### src/rtl/spart_prog_loader.sv
// SPART program loader: parses a framed image from the receive byte stream,
// writes it into instruction memory and hands the start PC to fetch.
module spart_prog_loader #(
    parameter int         ADDR_W  = 10,
    parameter logic [7:0] MAGIC   = 8'hA5,
    parameter int         TIMEOUT = 100000
) (
    input  logic              clk,
    input  logic              rst,
    input  logic              rx_valid,
    input  logic [7:0]        rx_data,
    output logic              imem_we,
    output logic [ADDR_W-1:0] imem_waddr,
    output logic [31:0]       imem_wdata,
    output logic              cpu_hold,
    output logic              switch_program,
    output logic [31:0]       SPART_pc,
    output logic              load_err,
    output logic              busy
);

    typedef enum logic [2:0] {
        S_IDLE, S_PC, S_CNT, S_DATA, S_CSUM, S_DONE, S_ERR
    } state_t;

    state_t            state;
    state_t            state_n;
    logic [31:0]       pc;
    logic [15:0]       rem;
    logic [23:0]       word;
    logic [7:0]        sum;
    logic [1:0]        bcnt;
    logic [ADDR_W-1:0] widx;
    logic [31:0]       tmr;
    logic [15:0]       cnt_n;
    logic              tmo;
    logic              in_frame;

    assign cnt_n    = {rem[7:0], rx_data};
    assign in_frame = (state == S_PC) || (state == S_CNT) ||
                      (state == S_DATA) || (state == S_CSUM);
    assign tmo      = !rx_valid && (tmr == 32'(TIMEOUT - 1));

    assign switch_program = (state == S_DONE);
    assign load_err       = (state == S_ERR);
    assign busy           = (state != S_IDLE);

    // State register
    always_ff @(posedge clk or negedge rst) begin
        if (!rst) state <= S_IDLE;
        else      state <= state_n;
    end

    // Next-state: frame parser, an idle timeout aborts any open frame
    always_comb begin
        state_n = state;
        unique case (state)
            S_IDLE: begin
                if (rx_valid && rx_data == MAGIC) state_n = S_PC;
            end
            S_PC: begin
                if (tmo) state_n = S_ERR;
                else if (rx_valid && bcnt == 2'd3) state_n = S_CNT;
            end
            S_CNT: begin
                if (tmo) begin
                    state_n = S_ERR;
                end else if (rx_valid && bcnt == 2'd1) begin
                    if (32'(cnt_n) > 32'(2 ** ADDR_W)) state_n = S_ERR;
                    else if (cnt_n == 16'd0)           state_n = S_CSUM;
                    else                               state_n = S_DATA;
                end
            end
            S_DATA: begin
                if (tmo) state_n = S_ERR;
                else if (rx_valid && bcnt == 2'd3 && rem == 16'd1)
                    state_n = S_CSUM;
            end
            S_CSUM: begin
                if (tmo) state_n = S_ERR;
                else if (rx_valid)
                    state_n = (rx_data == sum) ? S_DONE : S_ERR;
            end
            S_DONE:  state_n = S_IDLE;
            S_ERR:   state_n = S_IDLE;
            default: state_n = S_IDLE;
        endcase
    end

    // Datapath: field shifting, checksum, word writes and hold control
    always_ff @(posedge clk or negedge rst) begin
        if (!rst) begin
            pc         <= '0;
            rem        <= '0;
            word       <= '0;
            sum        <= '0;
            bcnt       <= '0;
            widx       <= '0;
            tmr        <= '0;
            imem_we    <= 1'b0;
            imem_waddr <= '0;
            imem_wdata <= '0;
            cpu_hold   <= 1'b0;
            SPART_pc   <= '0;
        end else begin
            imem_we <= 1'b0;
            if (rx_valid || !in_frame) tmr <= '0;
            else                       tmr <= tmr + 32'd1;
            if (rx_valid) begin
                unique case (state)
                    S_IDLE: begin
                        if (rx_data == MAGIC) begin
                            sum      <= '0;
                            bcnt     <= '0;
                            widx     <= '0;
                            cpu_hold <= 1'b1;
                        end
                    end
                    S_PC: begin
                        pc   <= {pc[23:0], rx_data};
                        sum  <= sum + rx_data;
                        bcnt <= bcnt + 2'd1;
                    end
                    S_CNT: begin
                        rem  <= cnt_n;
                        sum  <= sum + rx_data;
                        bcnt <= (bcnt == 2'd1) ? 2'd0 : bcnt + 2'd1;
                    end
                    S_DATA: begin
                        word <= {word[15:0], rx_data};
                        sum  <= sum + rx_data;
                        bcnt <= bcnt + 2'd1;
                        if (bcnt == 2'd3) begin
                            imem_we    <= 1'b1;
                            imem_wdata <= {word, rx_data};
                            imem_waddr <= pc[ADDR_W-1:0] + widx;
                            widx       <= widx + 1'b1;
                            rem        <= rem - 16'd1;
                        end
                    end
                    S_CSUM: begin
                        if (rx_data == sum) begin
                            cpu_hold <= 1'b0;
                            SPART_pc <= pc;
                        end
                    end
                    default: ;
                endcase
            end
        end
    end

endmodule

### config.mk
export PLATFORM = sky130hd
export DESIGN_NAME = spart_prog_loader
export DESIGN_NICKNAME = d
export VERILOG_FILES = /design/src/rtl/spart_prog_loader.sv
export SDC_FILE = /design/constraint.sdc
export NUM_CORES = 1
export LEC_CHECK = 0
export BUFFER_PORTS_ARGS = -buffer_cell sky130_fd_sc_hd__buf_2
export CAP_MARGIN = 20
export CORE_MARGIN = 2
export CORE_UTILIZATION = 35
export DETAILED_ROUTE_END_ITERATION = 16
export GPL_TIMING_DRIVEN = 0
export HOLD_SLACK_MARGIN = 0.08
export PLACE_DENSITY_LB_ADDON = 0.25
export SYNTH_ARGS = -nofsm -noshare
export SYNTH_HDL_FRONTEND = slang
export SYNTH_SLANG_ARGS = --single-unit
export TNS_END_PERCENT = 100
### constraint.sdc
create_clock -name clk -period 3.9 [get_ports clk]
set_clock_uncertainty 0.15 [all_clocks]
set_input_delay 0.195 -clock clk [delete_from_list [all_inputs] [get_ports clk]]
set_output_delay 0.195 -clock clk [all_outputs]
set_load 0.02 [all_outputs]
# == After elaboration in Yosys (flattened, before gate mapping) ==
# Index checks and enable logic that the tools add are counted.
# op_classes
n_addsub,6
order_cmp,1
n_eq_ne,20
n_mux,30
n_reduce_logical,31
# op_table
operator,n
3-bit two-way mux,11
"32-bit by 1-bit adder with 32-bit output, second input constant",1
"32-bit by 17-bit equality test with 1-bit output, second input constant",1
32-bit two-way mux,1
16-bit one-hot mux with 2 select lines,1
10-bit two-way mux,2
10-bit one-hot mux with 2 select lines,1
"16-bit by 1-bit equality test with 1-bit output, second input constant",1
"16-bit by 11-bit > comparator with 1-bit output, second input constant",1
16-bit zero test,1
16-bit two-way mux,1
8-bit one-hot mux with 2 select lines,1
"16-bit by 1-bit subtractor with 16-bit output, second input constant",1
3-bit one-hot mux with 5 select lines,1
3-bit AND reduction,5
"10-bit by 1-bit adder with 10-bit output, second input constant",1
10-bit adder,1
"3-bit equality test, second input constant",3
"3-bit by 2-bit inequality test with 1-bit output, second input constant",3
8-bit adder,1
8-bit equality test,1
"8-bit equality test, second input constant",1
8-bit two-way mux,1
4-bit AND reduction,2
other kinds (22),44
# totals
reg_bits,203
in_bits,11
wordCells,101

# == Logic depth before layout (Yosys ltp) ==
# depth
word_depth,7
depth_mapped,9
depth_no_buf,9

# == Worst setup path before layout ==
# OpenSTA, ideal clock, no wires.
# synth_timing
kind,register to register
from,register sum[1]
to,register SPART_pc[10]
setup_time_ns,0.125
t_arrival_ns,1.879
required_time_ns,3.625
slack_ns,1.746
stages_incl_launch_ff,7
path_buffers,1
period_less_slack_ns,2.154
path_cell_list,dfrtp_1 -> ha_1 -> nor4_1 -> nand4_1 -> nor2_4 -> buf_6 -> mux2_2
# synth_via
elab_chain_len,2
# synth_lines
element,line_no,text
from (decl),31,logic [7:0] sum;
from (signal assigned),121,sum <= sum + rx_data;
from (signal assigned),126,sum <= sum + rx_data;
from (signal assigned),131,sum <= sum + rx_data;
8-bit equality test,142,if (rx_data == sum) begin
3-bit AND reduction (no line),-,
to (signal assigned),144,SPART_pc <= pc;
to (decl),17,"output logic [31:0] SPART_pc,"
# No other way between the ends.
# A chain may end at the register's enable or synchronous reset.

# == Final worst setup path ==
# layout_timing
from,input port rx_data[5]
to,register SPART_pc[22]
# layout_via
elab_chain_len,2
# layout_lines
element,line_no,text
from (decl),11,"input logic [7:0] rx_data,"
8-bit equality test,142,
3-bit AND reduction (no line),-,
# No other way between the ends.

==> impl_metrics.py <==
metrics = {
    "status": {
        "outcome": "finished clean",
    },
    "cts": {
        "clk_latency_ns": 0.53,
        "post_cts_buffers": 0,
        "clkTransAtPathRegs_ns": 0.05,
        "clock-sinks": 203,
        "cts_tree": "built",
        "clk_path_buf_depth": 3,
        "htree_levels": 1,
        "root_buffer": "clkbuf_16",
        "cts_buffers": 24,
    },
    "synthesis": {
        "ys_seq_area_share_pct": 53.1,
        "yosysWarnings": 0,
        "synth-edff-count": 0,
        "synth-async-reset-ratio_pct": 100,
        "synthFlopType": "dfrtp_1",
        "yosys.area.top_type": "dfrtp_1",
        "syn_area_per_cell_sq_um": 10.7,
        "syn_area_sq_um": 9560,
        "synth_top_cell_area_share_pct": 53.1,
        "synth_cells": 895,
        "synthTopCellsByCount": "dfrtp_1, nand2_1, mux2_2",
        "ys_ff_latch": 203,
        "mappedNetlistNets": 932,
        "synth.most_common_cell": "dfrtp_1",
        "synth_cell_types": 67,
        "yosys-top-cells-area": "dfrtp_1, mux2_2, nand2_1",
    },
    "layout": {
        "synthToLayoutAreaGrowth_pct": 18.7,
        "drive_above_1_share_pct": 25.7,
        "insertedDiodeCount": 0,
        "layout.nets": 1058,
        "design_area_sq_um": 11300,
    },
    "critical_path": {
        "cp_data_required_time_ns": 4.16,
        "crit_path_start_kind": "input pin",
        "arrival_ns": 2.83,
        "end_kind": "flip-flop",
        "crit_type": "input pin to flip-flop",
        "path_max_fanout": 10,
    },
    "floorplan": {
        "start_util_pct": 35.6,
        "die_h_um": 169,
        "die_area_sq_um": 28700,
        "core_area_sq_um": 26900,
        "die_w_um": 169,
        "io_pins": 90,
        "rows": 60,
    },
    "routing": {
        "wire_per_inst_um": 16.1,
        "vias": 6933,
        "drc": 0,
        "postRouteAntennaNets": 0,
        "firstDrtPassIters": 5,
        "viasPerCell": 5.03,
        "wirelength_um": 22300,
        "drt-initial-drc-count": 347,
    },
    "grt": {
        "grt_use_total_pct": 15.8,
        "grt_pass1_vias": 6869,
        "grt-ovfl-total": 0,
        "grt_pass1_wl_um": 37000,
        "antenna_found_initial": 0,
        "grt_max_degree": 109,
    },
    "power": {
        "p_per_area_nw_per_um2": 672,
        "p_leak_uw": 0.00550,
        "irDropWorstVdd_mv": 0.297,
    },
    "timing": {
        "slew_headroom_pct": 55.4,
        "post-route-min-period_ns": 2.57,
        "max_freq_mhz": 389,
        "setup_violations": 0,
        "fin_ws_ns": 1.33,
        "hold_violations": 0,
        "rsz0062_at_grt": "false",
        "slew_viol_final": 0,
        "tightest_slew_ns": 0.666,
        "fin_crit_sh_pct": 65.9,
    },
    "place": {
        "placed_area_sq_um": 10500,
        "io_buffer_count": 87,
        "hpwl_um": 15300,
        "place_ws_ns": 1.35,
        "place_congestion": 0.851,
    },
    "min_path": {
        "hold_class": "input pin to asynchronous set/reset pin",
    },
    "flow_run": {
        "cap_violations": 0,
    },
}
-- cell families (layout without fill, tap and decap cells) --
kind of cell	Yosys count	count (layout)	share of synthesized area, %
XOR/XNOR	43	43	3.94
adder cells (fa/ha/maj)	26	26	3.56
buffers and inverters	61	203	3.09
AO/OA/AOI/OAI	149	149	9.66
multiplexers	89	89	10.5
flip-flops	203	203	53.1
AND/OR/NAND/NOR	324	324	16.2
-- layout by cell type (no fill, tap or decap), types with 5 or more instances in the layout --
cell and n:
and3_1 11, a22oi_1 5, ha_1 24, a21oi_1 34, dlygate4sd3_1 11, nor3_1 14
nand4_1 7, clkbuf_1 16, clkinv_2 5, o21ai_0 47, o21ai_1 10, a21o_1 7
nand2_1 143, nor4_1 7, buf_2 109, clkbuf_16 24, mux2_2 89, inv_1 21
a22o_1 7, nor2_1 74, o22ai_1 5, nand3_1 30, dfrtp_1 203, o31ai_1 5
xnor2_1 24, xor2_1 19
-- sequential cells by signal, indices dropped and copies added, names as in the netlist, 8 cells and up --
| register | flops |
|---|---|
| SPART_pc | 32 |
| tmr | 32 |
| sum | 8 |
| widx | 10 |
| pc | 32 |
| word | 24 |
| rem | 16 |
| imem_waddr | 10 |
| imem_wdata | 32 |
-- power by group --
group          switching [uW]  total, uW  internal (uW)  leakage [uW]
sequential                473       3180           2710       0.00268
clock                     878       2140           1260      0.000366
combinational            1320       2310            998       0.00245
-- metrics by stage --
stage,hold slack (ns),power [uW],cells,util [%],setup TNS [ns]
finish,0.140,7630,1378,42.2,0
detailed placement,-0.139,5530,1325,39.0,0
global route,0.207,8160,1378,42.2,0
floorplan,-0.251,4790,895,-,0
CTS,0.153,7710,1378,42.2,0
global placement,0.301,5470,1323,38.8,-222.56
-- metal layers --
layer	track usage, %	wire, um	vias up
met5	0	0	-
met4	4.05	395	0
met3	2.52	948	27
met2	25.3	10300	130
met1	22.5	10600	3401
li1	-	-	3375
-- worst max-delay path, cell delays in order --
cell and delay (ns):
dlygate4sd3_1 0.54, buf_2 0.20, ha_1 0.37, nor4_1 0.38, nand4_1 0.27, nor2_4 0.30, buf_6 0.21, mux2_2 0.35
-- final cells by class --
type / instances / area, sq um
inverters: 22 / 82.6
clock buffers: 34 / 668
flip-flops and latches: 203 / 5080
fillers: 2576 / 15500
repair buffers: 100 / 611
clock inverters: 8 / 78.8
multi-input cells: 631 / 4190
plain buffers: 39 / 213
well taps: 341 / 427
-- final timing paths --
path	slack (ns)	startpoint	depth (start not counted)	endpoint
setup / recovery	1.33	rx_data[5]	8	SPART_pc[22]
hold / removal	0.14	rst	3	SPART_pc[24]
setup reg to reg	1.40	sum[1]	6	SPART_pc[22]
hold reg to reg	0.31	word[18]	2	imem_wdata[26]
max in group asynchronous	2.57	rst	3	SPART_pc[27]
min in group clk	0.31	word[18]	2	imem_wdata[26]
-- timing repair --
action                                  4_1_cts  5_1_grt
endpoints found under the setup margin        0        0
hold buffers                                 11        0
hold endpoints to repair                    157        0
gates resized for setup                       0        0
Note: power is estimated with default switching activity, not from simulation.
